File: config.mk
export PLATFORM = sky130hd
export DESIGN_NAME = prog_loader_flat
export DESIGN_NICKNAME = d
export VERILOG_FILES = /design/src/rtl/prog_loader_pkg.sv /design/src/rtl/prog_loader_if.sv /design/src/rtl/loader_cksum.sv /design/src/rtl/prog_loader.sv /design/src/flat_wrapper.sv
export SDC_FILE = /design/constraint.sdc
export NUM_CORES = 1
export LEC_CHECK = 0
export ABC_AREA = 1
export ABC_CLOCK_PERIOD_IN_PS = 2990
export CORE_MARGIN = 4
export CORE_UTILIZATION = 54
export CTS_BUF_LIST = sky130_fd_sc_hd__clkbuf_8
export CTS_CLUSTER_SIZE = 25
export DETAILED_ROUTE_END_ITERATION = 8
export PLACE_DENSITY_LB_ADDON = 0.15
export RECOVER_POWER = 100
export SLEW_MARGIN = 10
export SYNTH_ARGS = -nofsm -noshare
export SYNTH_HDL_FRONTEND = slang
export SYNTH_SLANG_ARGS = --single-unit
File: constraint.sdc
create_clock -name clk -period 2.99 [get_ports clk]
set_clock_uncertainty 0.2 [all_clocks]
set_input_delay 0.598 -clock clk [delete_from_list [all_inputs] [get_ports clk]]
set_output_delay 0.598 -clock clk [all_outputs]
set_load 0.02 [all_outputs]
File: src/rtl/prog_loader_pkg.sv
// Shared definitions for the program loader.
//   ByteW     - width of every host byte, opcode and operand
//   St*       - loader FSM state encoding
package prog_loader_pkg;

    localparam int unsigned ByteW = 8;

    localparam logic [2:0] StIdle  = 3'd0;
    localparam logic [2:0] StLen   = 3'd1;
    localparam logic [2:0] StOpc   = 3'd2;
    localparam logic [2:0] StOpd   = 3'd3;
    localparam logic [2:0] StWrite = 3'd4;
    localparam logic [2:0] StChk   = 3'd5;
    localparam logic [2:0] StDone  = 3'd6;
    localparam logic [2:0] StErr   = 3'd7;

endpackage

File: src/rtl/prog_loader_if.sv
// Host byte stream plus program-memory write bus of the program loader.
//   in_valid/in_data/in_ready        - host byte handshake
//   pm_we/pm_addr/pm_opcode/pm_operand - program memory write port
// Modports: master = host / memory side, slave = loader side.
interface prog_loader_if #(
    parameter int unsigned ADDR_W = 8
) ();
    import prog_loader_pkg::*;

    logic              in_valid;
    logic [ByteW-1:0]  in_data;
    logic              in_ready;
    logic              pm_we;
    logic [ADDR_W-1:0] pm_addr;
    logic [ByteW-1:0]  pm_opcode;
    logic [ByteW-1:0]  pm_operand;

    modport master (
        output in_valid, in_data,
        input  in_ready, pm_we, pm_addr, pm_opcode, pm_operand
    );

    modport slave (
        input  in_valid, in_data,
        output in_ready, pm_we, pm_addr, pm_opcode, pm_operand
    );

endinterface

File: src/rtl/loader_cksum.sv
// 8-bit modulo-256 running-sum accumulator for the load stream.
//   clk, rst - clock, synchronous active-high reset
//   clr      - restart the sum at 0 (new session)
//   add_en   - add data into the sum this cycle
//   data     - byte being accepted
//   sum_ok   - sum including the current data byte is 0
module loader_cksum
    import prog_loader_pkg::*;
(
    input  logic             clk,
    input  logic             rst,
    input  logic             clr,
    input  logic             add_en,
    input  logic [ByteW-1:0] data,
    output logic             sum_ok
);

    logic [ByteW-1:0] sum_q;
    logic [ByteW-1:0] sum_d;

    // Look-ahead so the CHK byte can be judged in the same cycle it arrives.
    assign sum_d  = sum_q + data;
    assign sum_ok = (sum_d == '0);

    always_ff @(posedge clk) begin
        if (rst || clr) begin
            sum_q <= '0;
        end else if (add_en) begin
            sum_q <= sum_d;
        end
    end

endmodule

File: src/rtl/prog_loader.sv
// Streams {LEN, N x (opcode, operand), CHK} from a host into program memory
// while holding the processor core, then verifies the modulo-256 checksum.
//   clk, rst  - clock, synchronous active-high reset
//   start     - one-cycle pulse, begins a session from IDLE, DONE or ERR
//   bus       - host byte handshake and program memory write port (slave)
//   cpu_hold  - freezes the core's PC/pipeline while a session is open
//   busy      - session active (IDLE excluded)
//   done      - one-cycle success pulse
//   err       - checksum failure, held until the next start or rst
module prog_loader
    import prog_loader_pkg::*;
#(
    parameter int unsigned ADDR_W    = 8,
    parameter int unsigned BASE_ADDR = 0
) (
    input  logic          clk,
    input  logic          rst,
    input  logic          start,
    prog_loader_if.slave  bus,
    output logic          cpu_hold,
    output logic          busy,
    output logic          done,
    output logic          err
);

    localparam logic [ADDR_W-1:0] BaseAddr = ADDR_W'(BASE_ADDR);

    logic [2:0]        state_q, state_d;
    logic [ADDR_W-1:0] addr_q;
    logic [ByteW-1:0]  opc_q, opd_q, cnt_q;
    logic              rdy;
    logic              xfer;
    logic              start_acc;
    logic              sum_ok;

    assign rdy  = (state_q == StLen) || (state_q == StOpc) ||
                  (state_q == StOpd) || (state_q == StChk);
    assign xfer = bus.in_valid && rdy;

    // start only opens a session from a resting state.
    assign start_acc = start &&
        ((state_q == StIdle) || (state_q == StDone) || (state_q == StErr));

    loader_cksum u_cksum (
        .clk    (clk),
        .rst    (rst),
        .clr    (start_acc),
        .add_en (xfer),
        .data   (bus.in_data),
        .sum_ok (sum_ok)
    );

    always_comb begin
        state_d = state_q;
        case (state_q)
            StIdle:  if (start) state_d = StLen;
            StLen:   if (xfer) state_d = (bus.in_data == '0) ? StChk : StOpc;
            StOpc:   if (xfer) state_d = StOpd;
            StOpd:   if (xfer) state_d = StWrite;
            // cnt_q holds the writes still owed, including this one.
            StWrite: state_d = (cnt_q == ByteW'(1)) ? StChk : StOpc;
            StChk:   if (xfer) state_d = sum_ok ? StDone : StErr;
            StDone:  state_d = start ? StLen : StIdle;
            StErr:   if (start) state_d = StLen;
            default: state_d = StIdle;
        endcase
    end

    always_ff @(posedge clk) begin
        if (rst) begin
            state_q <= StIdle;
            addr_q  <= '0;
            opc_q   <= '0;
            opd_q   <= '0;
            cnt_q   <= '0;
        end else begin
            state_q <= state_d;

            if (start_acc) begin
                addr_q <= BaseAddr;
            end else if (state_q == StWrite) begin
                addr_q <= addr_q + 1'b1;  // wraps silently
            end

            if (state_q == StLen && xfer) begin
                cnt_q <= bus.in_data;
            end else if (state_q == StWrite) begin
                cnt_q <= cnt_q - 1'b1;
            end

            if (state_q == StOpc && xfer) opc_q <= bus.in_data;
            if (state_q == StOpd && xfer) opd_q <= bus.in_data;
        end
    end

    assign bus.in_ready   = rdy;
    assign bus.pm_we      = (state_q == StWrite);
    assign bus.pm_addr    = addr_q;
    assign bus.pm_opcode  = opc_q;
    assign bus.pm_operand = opd_q;

    assign busy     = (state_q != StIdle);
    assign cpu_hold = busy;
    assign done     = (state_q == StDone);
    assign err      = (state_q == StErr);

endmodule

File: src/flat_wrapper.sv
// flat-port wrapper written by rule: the top's interface ports become plain ports
module prog_loader_flat import prog_loader_pkg::*;
#(
    parameter int unsigned ADDR_W    = 8,
    parameter int unsigned BASE_ADDR = 0
)
  (clk, rst, start, cpu_hold, busy, done, err, bus_in_valid, bus_in_data, bus_in_ready, bus_pm_we, bus_pm_addr, bus_pm_opcode, bus_pm_operand);
  prog_loader_if #(.ADDR_W(ADDR_W)) bus_i ();
  input  logic clk;
  input  logic rst;
  input  logic start;
  output logic cpu_hold;
  output logic busy;
  output logic done;
  output logic err;
  input wire logic [$bits(bus_i.in_valid)-1:0] bus_in_valid;
  input wire logic [$bits(bus_i.in_data)-1:0] bus_in_data;
  output wire logic [$bits(bus_i.in_ready)-1:0] bus_in_ready;
  output wire logic [$bits(bus_i.pm_we)-1:0] bus_pm_we;
  output wire logic [$bits(bus_i.pm_addr)-1:0] bus_pm_addr;
  output wire logic [$bits(bus_i.pm_opcode)-1:0] bus_pm_opcode;
  output wire logic [$bits(bus_i.pm_operand)-1:0] bus_pm_operand;
  assign bus_i.in_valid = bus_in_valid;
  assign bus_i.in_data = bus_in_data;
  assign bus_in_ready = bus_i.in_ready;
  assign bus_pm_we = bus_i.pm_we;
  assign bus_pm_addr = bus_i.pm_addr;
  assign bus_pm_opcode = bus_i.pm_opcode;
  assign bus_pm_operand = bus_i.pm_operand;
  prog_loader #(.ADDR_W(ADDR_W), .BASE_ADDR(BASE_ADDR)) u_core (.clk(clk), .rst(rst), .start(start), .bus(bus_i), .cpu_hold(cpu_hold), .busy(busy), .done(done), .err(err));
endmodule
# ---- Word-level counts from Yosys, hierarchy flattened
# Cells that the tools add are included.
# W data, S select, Z words.
dict set report classes {
  n_reduce_logical 19
  addsub 3
  eq_ne 13
  n_mux 12
}
# op count
set op_table {}
lappend op_table {{$mux W3} 7}
lappend op_table {{$pmux W3 S7} 1}
lappend op_table {{$logic_not A8 Y1} 2}
lappend op_table {{$mux W8} 2}
lappend op_table {{$eq A3 B3 Y1 const B} 4}
lappend op_table {{$ne A2 B1 Y1 const B} 5}
lappend op_table {{$add A8 B1 Y8 const B} 1}
lappend op_table {{$add A8 B8 Y8} 1}
lappend op_table {{$eq A8 B1 Y1 const B} 1}
lappend op_table {{$sub A8 B1 Y8 const B} 1}
lappend op_table {{$eq A3 B2 Y1 const B} 2}
lappend op_table {{$logic_or A1 B1 Y1} 6}
lappend op_table {{$logic_and A1 B1 Y1} 5}
lappend op_table {{$reduce_and A5 Y1} 1}
lappend op_table {{$reduce_or A2 Y1} 2}
lappend op_table {{$eq A3 B1 Y1 const B} 1}
lappend op_table {{$logic_not A3 Y1} 1}
lappend op_table {{$reduce_bool A3 Y1} 1}
lappend op_table {{$mux W1} 2}
lappend op_table {{$reduce_bool A2 Y1} 1}
dict set report word_totals {
  output_inout_bits 30
  wordCells 53
  ff_bits 43
  in_bits 12
}

# ---- Depth between registers and ports, before layout
dict set report depth {
  word_depth 7
  mapped_depth 14
  ltp_nobuf 14
}

# ---- Modules after synthesis
# A second synthesis with hierarchy kept.
dict set report hier_totals {
  hier_cells 368
  area_unflattened_um2 2511.2
}
# module cells_per_inst area_per_inst_um2 n_inst seq_area_each_um2
set modules_own_cells {}
lappend modules_own_cells {prog_loader 257 1806.7 1 700.7}
lappend modules_own_cells {loader_cksum 111 704.4 1 160.2}

# ---- Least setup slack after synthesis
# Ideal clock, no wire load.
dict set report synth_path {
  path_type {input -> register}
  from {input port bus_in_data[0]}
  to {register u_core.state_q[0]}
  arrival_ns 1.995
  setup_time_ns 0.119
  t_required_ns 2.671
  stages 11
  path_slack_ns 0.676
  n_path_buf 0
  cell_sequence {ha_1 -> fa_1 -> or2_2 -> nor2_1 -> nand3_1 -> nor2_1 -> nand2_1 -> nand2_1 -> nand2_1 -> nand2_1 -> a21oi_1}
}
dict set report synth_between {
  elab_chain_len 5
  elab_cells_between_ends 8
  classes_between {add/sub: 1; mux: 5; reduce/logical: 2}
}
# item line
set synth_rtl {}
lappend synth_rtl {{start: declaration} flat_wrapper.sv:17} ;# input wire logic [$bits(bus_i.in_data)-1:0] bus_in_data;
lappend synth_rtl {{$add A8 B8 Y8} loader_cksum.sv:22} ;# assign sum_d = sum_q + data;
lappend synth_rtl {{named net u_core.u_cksum.sum_d[1]} loader_cksum.sv:19} ;# logic [ByteW-1:0] sum_d;
lappend synth_rtl {{$logic_not A8 Y1} loader_cksum.sv:23} ;# assign sum_ok = (sum_d == '0);
lappend synth_rtl {{$mux W1} prog_loader.sv:62} ;# StChk: if (xfer) state_d = sum_ok ? StDone : StErr;
lappend synth_rtl {{$mux W3} prog_loader.sv:62}
lappend synth_rtl {{$pmux W3 S7} prog_loader.sv:55} ;# case (state_q)
lappend synth_rtl {{end signal: assignment} prog_loader.sv:71} ;# state_q <= StIdle;
lappend synth_rtl {{end signal: assignment} prog_loader.sv:77} ;# state_q <= state_d;
lappend synth_rtl {{end: declaration} prog_loader.sv:28} ;# logic [2:0] state_q, state_d;
# The timed path passes the listed nets, and every way through them passes these cells. The select of a mux whose other input is x is not followed.
# A chain may end at the register's enable or synchronous reset.

# ---- Worst setup path in the final report
# Same ends and word-level chain as after synthesis.

==> impl_metrics.yaml <==
outcome:
  status: "finished clean"
synthesis:
  synth_top_cell_by_area: "dfxtp_1"
  avgSynthCellArea_um2: 7.11
  synth.most_common_cell: "nand2_1"
  synth.net_count: 351
  seq_area_frac_synth: 0.369
  syn_area_um2: 2330
  yosysUniqueCellTypes: 38
  synthTopCellsByArea: "dfxtp_1, nand2_1, inv_1"
  synth_common_cells: "nand2_1, inv_1, dfxtp_1"
  synth_top_area_share: 0.369
  async_reset_ff_frac: 0
  synth_cells: 328
  synthFlopType: "dfxtp_1"
  synth_edf_count: 0
  synth_seq_cells: 43
  synth_warnings: 0
hold_path:
  hp-class: "register to register"
  min_from: "u_core.bus.pm_addr[7]$_SDFFE_PP0P_"
  min_path_cells: 2
  whs_endpoint: "u_core.bus.pm_addr[7]$_SDFFE_PP0P_"
route:
  drt_iter0_drc: 137
  drcViolationCount: 0
  wl_per_cell_um: 13.6
  viasPerCell: 5.49
  drt-total-wl_mm: 5.72
  via_count: 2318
  ant_nets: 0
  dr.pass1.iters: 4
timing:
  max_slew_margin: 0.408
  hold_slack_ns: 0.278
  setup_viol: 0
  tightest_slew_ns: 0.884
  hold_viol: 0
  rsz0062_at_grt: "false"
  setup_tns_ns: 0
  fmax_mhz: 380
  slew_viol_final: 0
  fin_crit_ns: 2.63
  fin_crit_sh: 0.880
floorplanning:
  die_w_um: 73.7
  coreArea_um2: 4090
  rows: 23
  die_y_um: 73.7
  boundaryPins: 42
  die_area_um2: 5430
  start_util: 0.571
cts:
  cts_made_buffers: 5
  cts_buffer_depth: 2
  cts.sinks: 43
  cts_resized: 0
  cts_tree: "yes"
  clock-root-buffer: "clkbuf_8"
  cts_hold_buf: 0
  insertion_delay_ns: 0.30
  clk_pin_slew_worst_paths_ns: 0.09
  htreeDepth: 2
  post_cts_buffers: 0
cells_and_area:
  register_area_um2: 861
  multiInputGateArea_um2: 1200
  num-nets-final: 394
  n_antenna_cell: 0
  final_area_um2: 2880
  fillers: 369
  drive_gt1_frac: 0.0591
  syn2layout_area_growth_pct: 23.4
flow_run:
  cap_violations: 0
placement:
  gp_congestion: 0.957
  placed_area_um2: 2770
  place_hpwl_mm: 4.24
  port_buffers: 41
global_route:
  antenna_found_initial: 0
  globalRouteOverflowTotal: 0
  grt_pass1_wl_mm: 9.54
  grt_pass1_vias: 2119
  grt.total_usage: 0.225
  grt_max_degree: 19
power:
  clock_power_share: 0.216
  sw_frac_of_total: 0.416
  comb_power_share: 0.466
  p_per_area_nw_per_um2: 880
  power_switching_w: 0.00105
  internal_power_w: 0.00148
  power.leakage_nw: 1.39
  ir_drop_v: 0.000773
  p_seq_frac: 0.318
worst_setup_path:
  r2r-start: "u_core.state_q[2]$_SDFFE_PP0P_"
  cp-end-kind: "register"
  crit_path_max_incr_delay_ns: 0.51
  path_common_cell: "nand2_1"
  cp.depth: 12
  crit_family: "simple AND/OR/NAND/NOR gates"
  r2r-end: "u_core.bus.pm_addr[4]$_SDFFE_PP0P_"
  required_ns: 2.99
  cp_cell_sequence: "clkdlybuf4s50_1 -> ha_1 -> fa_1 -> or2_2 -> nor2_1 -> nand3_1 -> nor2_1 -> nand2_1 -> nand2_1 -> nand2_1 -> nand2_1 -> a21oi_1"
  critPathBufInv: 1
  crit_arrival_ns: 2.63
  reg2reg_depth: 6
  path_max_fanout: 3
  worst_path_max_delay_cell: "clkdlybuf4s50_1"
  r2r_slack_ns: 0.66
  crit_type: "primary input to register"
  start_kind: "primary input"
## layout by cell type (no fill, tap or decap), drive strengths merged, types with 2 or more instances in the layout
cell / instances
ha: 10
a31oi: 7
dfxtp: 43
xor2: 4
and3: 2
o211ai: 2
o22ai: 2
nand2: 73
o21a: 3
buf: 2
clkbuf: 5
bufinv: 2
clkdlybuf4s50: 7
dlygate4sd3: 34
a21oi: 34
nand3: 13
o21ai: 26
nor3: 8
xnor2: 2
nor2: 27
or2: 4
inv: 50
nand4: 6
## power groups by stage
stage | Sequential (W) | Combinational [W] | Clock, W
after global routing | 0.000824 | 0.00132 | 0.000574
after CTS | 0.000805 | 0.00124 | 0.000557
final | 0.000806 | 0.00118 | 0.000548
after detailed placement | 0.000817 | 0.00122 | 0
after global placement | 0.000814 | 0.00120 | 0
after floorplan | 0.000837 | 0.000870 | 0
## cell type report
class,instances,share of cell area
Sequential cell,43,0.299
Tap cell,50,0.0217
Clock buffer,5,0.0239
Multi-Input combinational cell,228,0.418
Inverter,50,0.0661
Timing Repair Buffer,43,0.148
Clock inverter,3,0.0235
## routing by layer
layer	global-route usage	vias to the layer above	share of wire
met1	0.309	1070	0.46
li1	-	1161	-
met3	0.0397	7	0.067
met2	0.355	80	0.47
met4	0.0724	0	0.012
met5	0	-	0
## flip-flops by register name, indices dropped and copies added (netlist names)
| register | count |
|---|---|
| u_core.bus.pm_addr | 8 |
| u_core.bus.pm_opcode | 8 |
| u_core.bus.pm_operand | 8 |
| u_core.cnt_q | 8 |
| u_core.u_cksum.sum_q | 8 |
| u_core.state_q | 3 |
## tightest hold or removal path, cell delays in order, from the launching register on
cell and delay [ns]:
dfxtp_1 0.32, nand2_1 0.06, a21oi_1 0.06
## cell families after synthesis
| family | Yosys count | share of synthesized area |
|---|---|---|
| AND/OR/NAND/NOR | 135 | 0.258 |
| AO/OA/AOI/OAI | 76 | 0.185 |
| buffers and inverters | 57 | 0.103 |
| flip-flops | 43 | 0.369 |
| adder cells (fa/ha/maj) | 11 | 0.0622 |
| XOR/XNOR | 6 | 0.0225 |
## worst max path at each step
| stage | to | from |
|---|---|---|
| floorplan | u_core.state_q[0]$_SDFFE_PP0P_ | bus_in_data[0] |
| global placement | u_core.state_q[0]$_SDFFE_PP0P_ | bus_in_data[0] |
| detailed placement | u_core.state_q[0]$_SDFFE_PP0P_ | bus_in_data[0] |
| CTS | u_core.state_q[0]$_SDFFE_PP0P_ | bus_in_data[0] |
| global route | u_core.state_q[0]$_SDFFE_PP0P_ | bus_in_data[0] |
| finish | u_core.state_q[0]$_SDFFE_PP0P_ | bus_in_data[0] |
## metrics by stage
| step | worst slack (ns) | util | power [W] | std cells |
|---|---|---|---|---|
| 2_1_floorplan | 0.676 | - | 0.00171 | 328 |
| 3_3_place_gp | 0.149 | 0.678 | 0.00201 | 414 |
| 3_5_place_dp | 0.0590 | 0.678 | 0.00204 | 414 |
| 4_1_cts | 0.385 | 0.711 | 0.00260 | 422 |
| 5_1_grt | 0.173 | 0.704 | 0.00272 | 422 |
| 6_report | 0.359 | 0.704 | 0.00253 | 422 |
Note: power is estimated with default switching activity, not from simulation.
